**config.mk**
```make
export PLATFORM = sky130hd
export DESIGN_NAME = irq_mmio_ctrl
export DESIGN_NICKNAME = d
export VERILOG_FILES = /design/src/rtl/irq_mmio_pkg.sv /design/src/rtl/irq_sync_edge.sv /design/src/rtl/irq_mmio_ctrl.sv
export SDC_FILE = /design/constraint.sdc
export NUM_CORES = 1
export LEC_CHECK = 0
export BUFFER_PORTS_ARGS = -buffer_cell sky130_fd_sc_hd__buf_2
export CORE_MARGIN = 4
export CORE_UTILIZATION = 44
export DETAILED_ROUTE_END_ITERATION = 10
export HOLD_SLACK_MARGIN = 0.05
export PLACE_DENSITY = 0.8
export SLEW_MARGIN = 10
export SYNTH_ARGS = -nofsm -noshare
export SYNTH_HDL_FRONTEND = slang
export SYNTH_SLANG_ARGS = --single-unit
export TNS_END_PERCENT = 30
```
**constraint.sdc**
```tcl
create_clock -name clk -period 1.64 [get_ports clk]
set_clock_uncertainty 0.05 [all_clocks]
set_input_delay 0.164 -clock clk [delete_from_list [all_inputs] [get_ports clk]]
set_output_delay 0.164 -clock clk [all_outputs]
set_load 0.02 [all_outputs]
```
**src/rtl/irq_mmio_pkg.sv**
```systemverilog
// Shared register map, decode selector and priority helper for irq_mmio_ctrl.
package irq_mmio_pkg;

  localparam logic [31:0] DEFAULT_BASE = 32'h0000_0200;

  localparam logic [31:0] OFF_ENABLE  = 32'h0;
  localparam logic [31:0] OFF_PENDING = 32'h4;
  localparam logic [31:0] OFF_SWSET   = 32'h8;
  localparam logic [31:0] OFF_ACTIVE  = 32'hC;

  typedef enum logic [2:0] {
    SEL_NONE,
    SEL_ENABLE,
    SEL_PENDING,
    SEL_SWSET,
    SEL_ACTIVE
  } reg_sel_e;

  // Index of the lowest set bit; 0 when no bit is set.
  function automatic logic [4:0] prio_lowest(input logic [31:0] v);
    logic [4:0] idx;
    idx = '0;
    for (int unsigned i = 32; i > 0; i--) begin
      if (v[i-1]) idx = 5'(i - 1);
    end
    return idx;
  endfunction

endpackage

```
**src/rtl/irq_sync_edge.sv**
```systemverilog
// Per-bit two-flop synchroniser with a history flop for rising-edge detection.
module irq_sync_edge #(
  parameter int unsigned W = 8
) (
  input  logic         clk,
  input  logic         reset,
  input  logic [W-1:0] d_async,
  output logic [W-1:0] edge_pulse
);

  logic [W-1:0] s1, s2, s3;

  // Synchroniser chain s1->s2 plus history s3, cleared asynchronously.
  always_ff @(posedge clk or negedge reset) begin
    if (!reset) begin
      s1 <= '0;
      s2 <= '0;
      s3 <= '0;
    end else begin
      s1 <= d_async;
      s2 <= s1;
      s3 <= s2;
    end
  end

  // One-cycle pulse for each synchronised 0->1 transition.
  always_comb begin
    edge_pulse = s2 & ~s3;
  end

endmodule

```
**src/rtl/irq_mmio_ctrl.sv**
```systemverilog
// Memory-mapped interrupt controller: edge-latched pending bits, enable mask,
// registered level interrupt and lowest-index source id.
module irq_mmio_ctrl
  import irq_mmio_pkg::*;
#(
  parameter int unsigned N_SRC = 8,
  parameter logic [31:0] BASE  = DEFAULT_BASE,
  parameter int unsigned ID_W  = (N_SRC > 1) ? $clog2(N_SRC) : 1
) (
  input  logic             clk,
  input  logic             reset,
  input  logic [N_SRC-1:0] irq_src,
  input  logic             MemWrite,
  input  logic [31:0]      DataAdr,
  input  logic [31:0]      WriteData,
  output logic [31:0]      ReadData,
  output logic             interrupt,
  output logic [ID_W-1:0]  irq_id
);

  localparam logic [31:0] A_ENABLE  = BASE + OFF_ENABLE;
  localparam logic [31:0] A_PENDING = BASE + OFF_PENDING;
  localparam logic [31:0] A_SWSET   = BASE + OFF_SWSET;
  localparam logic [31:0] A_ACTIVE  = BASE + OFF_ACTIVE;

  reg_sel_e         sel;
  logic [N_SRC-1:0] enable, pending, active;
  logic [N_SRC-1:0] src_edge, w1c, swset;
  logic             enable_we;
  logic             unused_bits;

  // Byte-lane bits and upper write-data bits carry no meaning here.
  assign unused_bits = ^{DataAdr[1:0], WriteData};

  irq_sync_edge #(
    .W(N_SRC)
  ) u_sync (
    .clk       (clk),
    .reset     (reset),
    .d_async   (irq_src),
    .edge_pulse(src_edge)
  );

  // Word-address decode of the register window.
  always_comb begin
    sel = SEL_NONE;
    if      (DataAdr[31:2] == A_ENABLE[31:2])  sel = SEL_ENABLE;
    else if (DataAdr[31:2] == A_PENDING[31:2]) sel = SEL_PENDING;
    else if (DataAdr[31:2] == A_SWSET[31:2])   sel = SEL_SWSET;
    else if (DataAdr[31:2] == A_ACTIVE[31:2])  sel = SEL_ACTIVE;
  end

  // Store strobes derived from the decoded register.
  always_comb begin
    enable_we = MemWrite && (sel == SEL_ENABLE);
    w1c       = (MemWrite && (sel == SEL_PENDING)) ? WriteData[N_SRC-1:0] : '0;
    swset     = (MemWrite && (sel == SEL_SWSET))   ? WriteData[N_SRC-1:0] : '0;
    active    = pending & enable;
  end

  // Register state and registered interrupt outputs; sets win over W1C.
  always_ff @(posedge clk or negedge reset) begin
    if (!reset) begin
      enable    <= '0;
      pending   <= '0;
      interrupt <= 1'b0;
      irq_id    <= '0;
    end else begin
      if (enable_we) enable <= WriteData[N_SRC-1:0];
      pending   <= (pending & ~w1c) | src_edge | swset;
      interrupt <= |active;
      irq_id    <= ID_W'(prio_lowest(32'(active)));
    end
  end

  // Combinational read mux; unmapped and write-only registers read 0.
  always_comb begin
    ReadData = '0;
    unique case (sel)
      SEL_ENABLE:  ReadData = 32'(enable);
      SEL_PENDING: ReadData = 32'(pending);
      SEL_ACTIVE: begin
        ReadData[0]            = |pending;
        ReadData[8]            = interrupt;
        ReadData[ID_W+15:16]   = irq_id;
      end
      default:     ReadData = '0;
    endcase
  end

endmodule
```
; Yosys cells after proc, flatten, opt, wreduce, memory -nomap -nowiden
; Cells that the tools add are included.
[word_totals]
reg_bits = 44
latch_bits = 0
mem_bits_rw = 0
mem_bits_ro = 0
output_inout_bits = 36
wordCells = 45
mem_count = 0
[classes]
add_sub_neg = 0
n_mul = 0
n_div = 0
n_lt_le_gt_ge = 0
eq_ne = 8
shift = 0
muxes = 18
n_bitwise = 7
reduce_logical = 5
[ops]
columns = cell, n
row1 = 30-bit by 8-bit == test with 1-bit output (second input constant), 4
row2 = 3-bit two-way mux, 13
row3 = 8-bit bitwise AND, 3
row4 = 8-bit two-way mux, 2
row5 = 8-bit inverter, 2
row6 = 8-bit OR, 2
row7 = 8-bit OR reduction, 2
row8 = 7-bit one-hot mux with 2 select lines, 1
row9 = 3-bit by 2-bit == test with 1-bit output (second input constant), 2
row10 = 3-bit by 1-bit == test with 1-bit output (second input constant), 1
row11 = 3-bit == test (second input constant), 1
row12 = 1-bit logical AND, 3
row13 = 1-bit one-hot mux with 3 select lines, 1
row14 = 1-bit two-way mux, 1

; Depth between registers and ports, before layout
; Gate-level depths: netlist (run 1).
[logic_depth]
word_depth = 12
ltp_mapped = 6
ltp_nobuf = 5

; Modules after synthesis
; From an unflattened synthesis (run 1), not the netlist that was laid out.
[hier_totals]
cells_unflattened = 161
area_unflattened_um2 = 1985.7
[by_module_without_submodules]
columns = module, instances, cells_per_inst, area_each_um2, seq_area_each_um2
row1 = irq_mmio_ctrl, 1, 129, 1275.0, 500.5
row2 = irq_sync_edge, 1, 32, 710.7, 600.6

; Worst setup path before layout (run 1)
; Ideal clock, no wire load.
[synth_path]
path_type = input-to-output
from = input port DataAdr[20]
to = output port ReadData[1]
arrival_ns = 1.463
path_slack_ns = -0.037
stages = 5
n_path_buf = 1
cell_sequence = nor4_1 > nand4_1 > or3_2 > clkbuf_1 > nor2_1
[synth_between]
elab_chain_len = 7
[synth_rtl]
columns = item, line_no
row1 = "start, declared", irq_mmio_ctrl.sv:14  ; input logic [31:0] DataAdr,
row2 = 30-bit by 8-bit == test with 1-bit output, irq_mmio_ctrl.sv:50  ; else if (DataAdr[31:2] == A_ACTIVE[31:2]) sel = SEL_ACTIVE;
row3 = 3-bit two-way mux, irq_mmio_ctrl.sv:50
row4 = 3-bit two-way mux, irq_mmio_ctrl.sv:49  ; else if (DataAdr[31:2] == A_SWSET[31:2]) sel = SEL_SWSET;
row5 = 3-bit two-way mux, irq_mmio_ctrl.sv:48  ; else if (DataAdr[31:2] == A_PENDING[31:2]) sel = SEL_PENDING;
row6 = 3-bit two-way mux (*), irq_mmio_ctrl.sv:47  ; if (DataAdr[31:2] == A_ENABLE[31:2]) sel = SEL_ENABLE;
row7 = 3-bit by 2-bit == test with 1-bit output or 3-bit by 1-bit == test with 1-bit output (tied branches), irq_mmio_ctrl.sv:79  ; unique case (sel)
row8 = 7-bit one-hot mux with 2 select lines (*), irq_mmio_ctrl.sv:79
row9 = "end, declared", irq_mmio_ctrl.sv:16  ; output logic [31:0] ReadData,
; Every way passes the cells marked *; elsewhere a longest branch is shown, timed or not.

; Final worst setup path (run 1)
[layout_path]
from = register pending[6]
to = output port ReadData[0]
[layout_between]
elab_chain_len = 2
[layout_rtl]
columns = item, line_no
row1 = "start, declared", irq_mmio_ctrl.sv:27  ; logic [N_SRC-1:0] enable, pending, active;
row2 = "start signal, assigned", irq_mmio_ctrl.sv:70  ; pending <= (pending & ~w1c) | src_edge | swset;
row3 = 8-bit OR reduction, irq_mmio_ctrl.sv:83  ; ReadData[0] = |pending;
row4 = 1-bit one-hot mux with 3 select lines, irq_mmio_ctrl.sv:79
; Every way passes these cells.

==> metrics.txt, run 1 <==
Avg WL per Cell 14.4 um; clock slew at the register clock pins of the worst setup and hold paths approximately 80 ps; vias in the first global route about 1.5k; mapped cell area ~2000 um2; most frequent cells in the layout 49 x buf_2, 44 x dfrtp_1, 20 x conb_1, 20 x buf_4, 16 x inv_1; share of post-route cells with drive strength above 1 between 40% and 50%; H-tree depth 2; DR iter-0 viols 73; initial antenna violation count 0; CP required roughly 1400 ps; PwrDens just under 800 nW/um2; FF+latch count, synth 44; ordered cell list for the critical path nor4_2 > a21boi_1 > o21ai_1 > a21boi_1 > buf_2; overall power between 2 and 2.5 mW; final setup fails 2; Core Area 4380 um2; RSZ-0062 raised after global routing true; Remaining Overflow, GRT 0; leak pwr about 1.4 nW; Final WS setup -47.4 ps; largest net degree at the start of global routing 26; Num Clock Sinks between 40 and 50; worst path bufs/invs 1; Syn-to-layout area delta 39.0%; Fillers 356; die height about 75 um; Hold Path Class input pin to flip-flop; delay-heaviest family, CP flip-flops; Seq/Total Area, Yosys between 50% and 60%; CTS max path bufs 2; CTS Buf Count 5; Initial Util 45.5%; Data arrival, critical path ~1500 ps; crit end category primary output; run status finished with violations; fin. max-slew vios 0; max_cap viols 0; failing checks setup timing; Skew-Pair Late Insertion Delay 300 ps; Syn Area/Cell 11.5 um2; Die Footprint between 5000 and 6000 um2; Cells after Synth 174; CP Launch Type flip-flop; first-pass GRT wire length roughly 6700 um; synth unique cells 32; Critical Path Most Common Cell a21boi_1; worst-path fanout max 2; antenna cells 0; TritonCTS clock tree built; gpl congestion slightly below 0.9; routed vias between 1.5k and 2k; commonest non-fill, non-tap cell in the layout buf_2; DRT antenna net count 0; Pre-Repair DR Iteration Count 4; min Tclk post-route 1690 ps; Placement Rows 24; Post-DP HPWL 3230 um; Ys Warns 0; detailed-route DRC error count 0; worst vdd ir between 0.0006 and 0.0007 V; All-Layer GR Usage 16.1%; fin nets 338; dpl ws -235 ps; final hold vios 0; f_max 593 MHz; slowest CP cell dfrtp_1; Die Wd around 75 um; period utilisation layout 103%; Ports 111; critical path type flip-flop to primary output; clk root buf clkbuf_8; Port Buf Inserts 64; wirelength, routed roughly 4500 um; CP max stage delay slightly above 400 ps; worst-case hold slack 75.5 ps; Via density about 5.0
==> sequential cells by signal (all words and copies together) (netlist names) <==
register   flops
u_sync.s2      8
pending        8
u_sync.s1      8
irq_id         3
interrupt      1
u_sync.s3      8
enable         8
==> cells by family (layout without fill, tap and decap cells) <==
family,after synthesis,count (layout),share of synthesized area (%)
AO/OA/AOI/OAI,18,18,7.15
buffers and inverters,40,111,11.5
flip-flops,44,44,55.2
multiplexers,15,15,8.03
other,1,20,0.188
AND/OR/NAND/NOR,56,56,17.9
==> area by class of cell <==
type                            instances  area [um2]  share of cell area [%]
Clock buffer                            5        68.8                    2.48
Sequential cell                        44        1100                    39.7
Tap cell                               52        65.1                    2.35
Inverter                               16        60.1                    2.17
Multi-Input combinational cell        109         838                    30.2
Timing Repair Buffer                   87         596                    21.5
Clock inverter                          3        42.5                    1.53
==> stage by stage <==
step | util [%] | cell area [um2] | setup TNS (ps) | std cells
floorplan | - | 2070 | -263 | 193
detailed placement | 53.5 | 2350 | -2750 | 292
global route | 63.2 | 2770 | -1030 | 316
CTS | 60.0 | 2630 | -142 | 311
global placement | 53.5 | 2350 | -2120 | 292
finish | 63.2 | 2770 | -53.4 | 316
==> worst register-to-register path: stages, from the launching register on <==
cell,delay (ps)
dfrtp_1,390
buf_4,120
buf_4,100
nand2_1,70
a32o_1,260
a22o_1,190
a22oi_1,180
a21oi_1,70
==> synthesized netlist by cell type (all sizes together) <==
cell type / n / share of area, %
dfrtp: 44 / 55
buf: 22 / 8.2
inv: 16 / 3.0
and4: 9 / 4.0
nor2: 9 / 1.7
mux2: 8 / 4.5
nand2b: 8 / 2.5
o221ai: 8 / 3.5
mux2i: 7 / 3.5
nand2: 7 / 1.3
nor4: 7 / 2.2
and2: 4 / 1.3
nand3: 3 / 1.0
a21boi: 2 / 0.75
a21oi: 2 / 0.50
a22o: 2 / 0.88
a22oi: 2 / 0.75
clkbuf: 2 / 0.38
a32o: 1 / 0.50
and3: 1 / 0.31
conb: 1 / 0.19
nand3b: 1 / 0.38
nand4: 1 / 0.31
nand4b: 1 / 1.2
nor2b: 1 / 0.31
nor3: 1 / 0.25
nor3b: 1 / 0.38
nor4b: 1 / 0.44
o21ai: 1 / 0.25
or3: 1 / 0.38
==> repair_timing <==
action | 4_1_cts | 5_1_grt
hold buffers | 9 | 0
gates resized for setup | 22 | 21
endpoints found under the hold margin | 27 | 0
pin swaps | 5 | 11
endpoints found under the setup margin | 12 | 12
buffers inserted | 2 | 5
==> worst paths after layout <==
path,start,end,slack (ps),cells past startpoint
min,WriteData[0],enable[0],80,2
max,pending[6],ReadData[0],-50,5
min in group asynchronous,reset,pending[2],290,2
max in group asynchronous,reset,enable[7],760,3
min reg2reg,u_sync.s1[5],u_sync.s2[5],300,0
max reg2reg,pending[6],irq_id[0],90,7
==> report_power, final <==
group	switching [mW]	internal, mW	leakage (nW)
sequential	0.00909	1.11	0.517
combinational	0.123	0.0911	0.847
clock	0.362	0.450	0.0541
total	0.493	1.66	1.42
==> routing by layer <==
| metal | vias up | GRT usage, % | wire (um) | part of all wire (%) |
|---|---|---|---|---|
| met4 | 0 | 5.24 | 61 | 1.3 |
| met1 | 752 | 20.1 | 1750 | 39 |
| li1 | 752 | - | - | - |
| met5 | - | 0 | 0 | 0 |
| met2 | 76 | 27.8 | 2260 | 50 |
| met3 | 7 | 3.56 | 478 | 11 |
Note: power is estimated with default switching activity, not from simulation.
==> run 2: changes to the inputs <==
--- a/config.mk
+++ b/config.mk
@@ -6,7 +6,7 @@
 export NUM_CORES = 1
 export LEC_CHECK = 0
 export BUFFER_PORTS_ARGS = -buffer_cell sky130_fd_sc_hd__buf_2
-export CORE_MARGIN = 4
+export CORE_MARGIN = 5
 export CORE_UTILIZATION = 44
 export DETAILED_ROUTE_END_ITERATION = 10
 export HOLD_SLACK_MARGIN = 0.05
==> constraint.sdc (replaced) <==
create_clock -name clk -period 1.7 [get_ports clk]
set_clock_uncertainty 0.05 [all_clocks]
set_input_delay 0.17 -clock clk [delete_from_list [all_inputs] [get_ports clk]]
set_output_delay 0.17 -clock clk [all_outputs]
set_load 0.02 [all_outputs]
==> run 2 against run 1 <==
  * The run now ends clean
  * Die area up 5.4%
  * Wire length is 3.6% higher
  * Core utilization fell by 2.1 points
  * Hold slack better by 12 ps
  * Final area shrank 3.3%
  * Critical path depth unchanged
  * Non-clock buffer count shrank 4
  * Register-to-register slack improved by 150 ps
  * Critical endpoint unchanged
  * Largest power group unchanged
  * Highest routed layer unchanged
==> metrics.txt, run 2 (same netlist as run 1, synthesis figures left out) <==
period utilisation layout a little over nine tenths; worst path bufs/invs 1 (unchanged); Core Area 4380 um2 (unchanged); Die Footprint 5980 um2 (+5.4%); most frequent cells in the layout 51 x buf_2, 43 x dfrtp_1, 20 x conb_1; CTS max path bufs 2 (unchanged); run status finished, final reports clean; setup tns final 0 ps (+53.4 ps); final setup fails 0 (-2); Skew-Pair Late Insertion Delay 290 ps (about the same); crit end category primary output; vias in the first global route 1615 (+8.3%); H-tree depth 2 (unchanged); commonest non-fill, non-tap cell in the layout buf_2; share of post-route cells with drive strength above 1 40.0% (-3.2 points); initial antenna violation count 0 (unchanged); fin nets 334 (-1.2%); worst vdd ir 0.000557 V (-16%); max_cap viols 0 (unchanged); CP Launch Type flip-flop; FF/Latch Area 1100 um2 (+0.11%); Critical Path Most Common Cell a21boi_1; Final WS setup 37.7 ps (+85.0 ps); clock slew at the register clock pins of the worst setup and hold paths 80 ps (about the same); Placement Rows 24 (unchanged); DR iter-0 viols 40 (-45%); fin cells 312 (-1.3%); TritonCTS clock tree built; delay-heaviest family, CP flip-flops; FF-to-FF path depth 6 (-1); critical path type flip-flop to primary output; CP max stage delay 400 ps (about the same); min Tclk post-route between 1500 and 2000 ps; CTS Buf Count 5 (unchanged); Data arrival, critical path 1440 ps (-30 ps); Via density 4.90 (-2.4%); ordered cell list for the critical path nor4_2 > a21boi_1 > o21ai_1 > a21boi_1 > buf_2; largest net degree at the start of global routing 26 (unchanged); leak pwr 1.38 nW (-2.8%); gpl congestion 0.892 (+2.8%); Ports 111 (unchanged); All-Layer GR Usage 15.9% (-0.16 points); multi-input logic area 813 um2 (-3.0%); slowest CP cell dfrtp_1; hold path depth 2 (unchanged); r2r endpoint irq_id[0]; fin. max-slew vios 0 (unchanged); worst-path fanout max 2 (unchanged); hold wc startpoint WriteData[1]; clk root buf clkbuf_8; Hold Path End enable[1]; Die Wd 77.3 um (+2.7%); Worst R2R Start pending[6]; Port Buf Inserts 64 (unchanged); RSZ-0062 raised after global routing true; detailed-route DRC error count 0 (unchanged); dpl ws -137 ps (+98.3 ps); Initial Util 45.5% (unchanged); first-pass GRT wire length 7710 um (+15%); Fillers 358 (+0.56%); worst-case hold slack 87.4 ps (+11.9 ps); CP required 1480 ps (+50 ps); Remaining Overflow, GRT 0 (unchanged); die height 77.3 um (+2.7%); PwrDens 719 nW/um2 (-7.2%); Finished Core Util 61.1% (-2.1 points); f_max ~600 MHz; routed vias 1530 (-3.6%); Syn-to-layout area delta 34.4%; reg2reg setup slack 240 ps (+150 ps); Avg WL per Cell 15.1 um (+4.9%); wirelength, routed 4710 um (+3.6%); Num Clock Sinks 44 (unchanged); Post-DP HPWL 3320 um (+2.9%); placed cell count 291 (-0.34%); Pre-Repair DR Iteration Count 4 (unchanged); Hold Path Class input pin to flip-flop; DRT antenna net count 0 (unchanged); antenna cells 0 (unchanged); final hold vios 0 (unchanged)
-- run 2: changes by cell type in the layout (fill, tap and decap cells not counted), sizes merged --
cell	before	now
clkinvlp	1	0
clkbuf	5	8
buf	78	74
clkinv	1	0
bufinv	1	0
-- run 2: report_power, final --
part	switching, mW	internal [mW]
Sequential	0.00892	1.07
Combinational	0.117	0.0833
Clock	0.313	0.331
Total	0.439	1.49
-- run 2: through the flow --
stage	instance area, um2	total power, mW
2_1_floorplan	2070	1.21
3_3_place_gp	2340	1.27
3_5_place_dp	2340	1.27
4_1_cts	2550	1.95
5_1_grt	2680	2.05
6_report	2680	1.93
-- run 2: worst max-delay path by stage --
stage,start,end,cells past startpoint
global placement,DataAdr[28],ReadData[3],6
floorplan,DataAdr[20],ReadData[1],5
finish,pending[3],ReadData[0],5
CTS,pending[6],ReadData[0],5
detailed placement,DataAdr[19],ReadData[2],6
global route,pending[2],ReadData[0],5
-- run 2: timing repair --
action                     4_1_cts  5_1_grt
resized for setup                4       31
pin swaps                        2        9
setup endpoints to repair       12       12
hold endpoints to repair        27        0
cloned                           0        0
setup buffers                    2        2
hold buffers                     9        0
-- run 2: routing by layer --
layer | track usage, % | share of wire (%) | vias to the layer above
li1 | - | - | 738
met2 | 26.7 | 52 | 63
met4 | 4.81 | 0.83 | 0
met5 | 0 | 0 | -
met1 | 19.2 | 38 | 725
met3 | 5.85 | 9.0 | 4
-- run 2: final cells by class --
class,count,share of cell area (%)
Tap cell,52,2.43
Clock buffer,8,3.36
Sequential cell,44,41.1
Timing Repair Buffer,83,20.5
Multi-Input combinational cell,109,30.3
Inverter,16,2.24
==> run 3: changes to the inputs <==
--- a/config.mk
+++ b/config.mk
@@ -11,6 +11,7 @@
 export DETAILED_ROUTE_END_ITERATION = 10
 export HOLD_SLACK_MARGIN = 0.05
 export PLACE_DENSITY = 0.8
+export REMOVE_ABC_BUFFERS = 1
 export SLEW_MARGIN = 10
 export SYNTH_ARGS = -nofsm -noshare
 export SYNTH_HDL_FRONTEND = slang
==> run 3 against run 2 <==
  * Final area is 1.3% higher
  * Combinational power barely moved
  * Die area unchanged
  * Hold slack lost 0.91 ps
  * Global-route usage decreased by 0.27 points
  * Fmax shrank 1.6%
  * Count of clock-buffer cells in the layout down 2
  * Sequential power barely moved
  * Critical path depth unchanged
  * Critical path type unchanged
  * Largest cell class unchanged
  * Highest routed layer unchanged
==> metrics.txt, run 3 (same netlist as run 1, synthesis figures left out) <==
FF/Latch Area 1100 um2 (-0.11%); Slew HR 65.4%; gpl congestion 0.838 (-6.1%); Post-DP HPWL 3350 um (+0.81%); largest net degree at the start of global routing 24 (-7.7%); critical path type flip-flop to primary output; clk root buf clkbuf_8; Die Wd 77.3 um (unchanged); max_cap viols 0 (unchanged); final hold vios 0 (unchanged); slowest CP cell dfrtp_1; Pre-Repair DR Iteration Count 4 (unchanged); CTS max path bufs 2 (unchanged); RSZ-0062 raised after global routing true; CTS Buf Count 5 (unchanged); vias in the first global route 1623 (+0.50%); leak pwr 1.39 nW (+0.79%); worst-margin pin slew 519 ps; DR iter-0 viols 47 (+18%); period utilisation layout 99.4% (+1.6 points); antenna cells 0 (unchanged); die height 77.3 um (unchanged); Fillers 387 (+8.1%); Ports 111 (unchanged); Die Footprint 5980 um2 (unchanged); Syn-to-layout area delta 36.1%; fin nets 334 (unchanged); CP required 1480 ps (about the same); Data arrival, critical path 1470 ps (+30 ps); routed vias 1553 (+1.5%); Final WS setup 11.0 ps (-26.7 ps); Placement Rows 24 (unchanged); final setup fails 0 (unchanged); Via density 4.98 (+1.5%); reg2reg setup slack 350 ps (+110 ps); All-Layer GR Usage 15.7% (-0.27 points); Remaining Overflow, GRT 0 (unchanged); min Tclk post-route 1690 ps (+26.7 ps); dpl ws -207 ps (-70.0 ps); CP Launch Type flip-flop; placed inst area 2340 um2 (+0.21%); TritonCTS clock tree built; Initial Util 45.5% (unchanged); CP max stage delay 420 ps (+20 ps); run status finished, final reports clean; commonest non-fill, non-tap cell in the layout buf_2; clock slew at the register clock pins of the worst setup and hold paths 80 ps (about the same); wirelength, routed 4570 um (-3.0%); Critical Path Most Common Cell a21boi_1; DRT antenna net count 0 (unchanged); ordered cell list for the critical path nor4_2 > a21boi_1 > o21ai_1 > a21boi_1 > buf_4; Port Buf Inserts 64 (unchanged); share of post-route cells with drive strength above 1 40.8% (+0.77 points); Num Clock Sinks 44 (unchanged); multi-input logic area 835 um2 (+2.6%); M1 GR Usage 17.5% (-1.7 points); most frequent cells in the layout 53 x buf_2, 44 x dfrtp_1, 20 x conb_1; Skew-Pair Late Insertion Delay 290 ps (about the same); f_max 592 MHz (-1.6%); PwrDens 755 nW/um2 (+5.0%); crit end category primary output; initial antenna violation count 0 (unchanged); detailed-route DRC error count 0 (unchanged); Core Area 4380 um2 (unchanged); met2 usage 26.9% (+0.17 points); GR peak layer met2; H-tree depth 2 (unchanged); fin. max-slew vios 0 (unchanged); design area 2710 um2 (+1.3%); worst vdd ir 0.000465 V (-17%); GRT met3 Usage 6.32% (+0.47 points); first-pass GRT wire length 7470 um (-3.2%); Hold Path Class input pin to flip-flop; worst-path fanout max 3 (+1); Avg WL per Cell 14.6 um (-3.0%)
==> run 3: through the flow <==
step / total power, mW / hold slack [ps] / instances / utilization, % / TNS (ps)
2_1_floorplan: 1.17 / -176 / 169 / - / -382
3_3_place_gp: 1.27 / 124 / 290 / 53.5 / -1400
3_5_place_dp: 1.27 / 124 / 290 / 53.5 / -2140
4_1_cts: 2.06 / 75.6 / 310 / 59.4 / -8.00
5_1_grt: 2.15 / 80.8 / 312 / 61.9 / -263
6_report: 2.05 / 86.5 / 312 / 61.9 / 0
==> run 3: where the power goes <==
group	total, mW	leakage [nW]	internal (mW)	switching (mW)
Sequential	1.08	0.517	1.07	0.00895
Clock	0.766	0.0552	0.436	0.331
Combinational	0.200	0.817	0.0816	0.118
Total	2.05	1.39	1.59	0.458
==> run 3: area by class of cell <==
type,count,area share (%)
repair buffers,83,20.1
well taps,52,2.40
multi-input cells,109,30.8
clock inverters,2,1.29
clock buffers,6,2.67
flip-flops and latches,44,40.6
inverters,16,2.21
==> run 3: metal layers <==
| layer | vias to the layer above | share of wire [%] | routed length [um] |
|---|---|---|---|
| met3 | 8 | 10 | 468 |
| met2 | 63 | 50 | 2270 |
| met5 | - | 0 | 0 |
| met1 | 742 | 38 | 1750 |
| li1 | 740 | - | - |
| met4 | 0 | 1.7 | 77 |
==> run 3: timing repair <==
action,in CTS,in global routing
setup buffers,3,2
setup endpoints to repair,12,12
resized for setup,11,25
hold buffers,9,0
hold endpoints to repair,29,0
pin swaps,2,11
==> run 3: path summary, 6_finish.rpt <==
check                                   from  cells past startpoint           end
min in group asynchronous              reset                      2  u_sync.s1[2]
worst min register to register  u_sync.s1[6]                      0  u_sync.s2[6]
worst min-delay path            WriteData[4]                      2     enable[4]
worst max-delay path              pending[6]                      5   ReadData[0]
worst max register to register    pending[6]                      5     irq_id[0]
max in group asynchronous              reset                      3    pending[7]
==> run 3: worst max-delay path: cells and delay by family, from the launching register on <==
| kind | cells | cell delay (ps) |
|---|---|---|
| AND/OR/NAND/NOR | 1 | 250 |
| flip-flops | 1 | 420 |
| AO/OA/AOI/OAI | 3 | 350 |
| buffers and inverters | 1 | 160 |
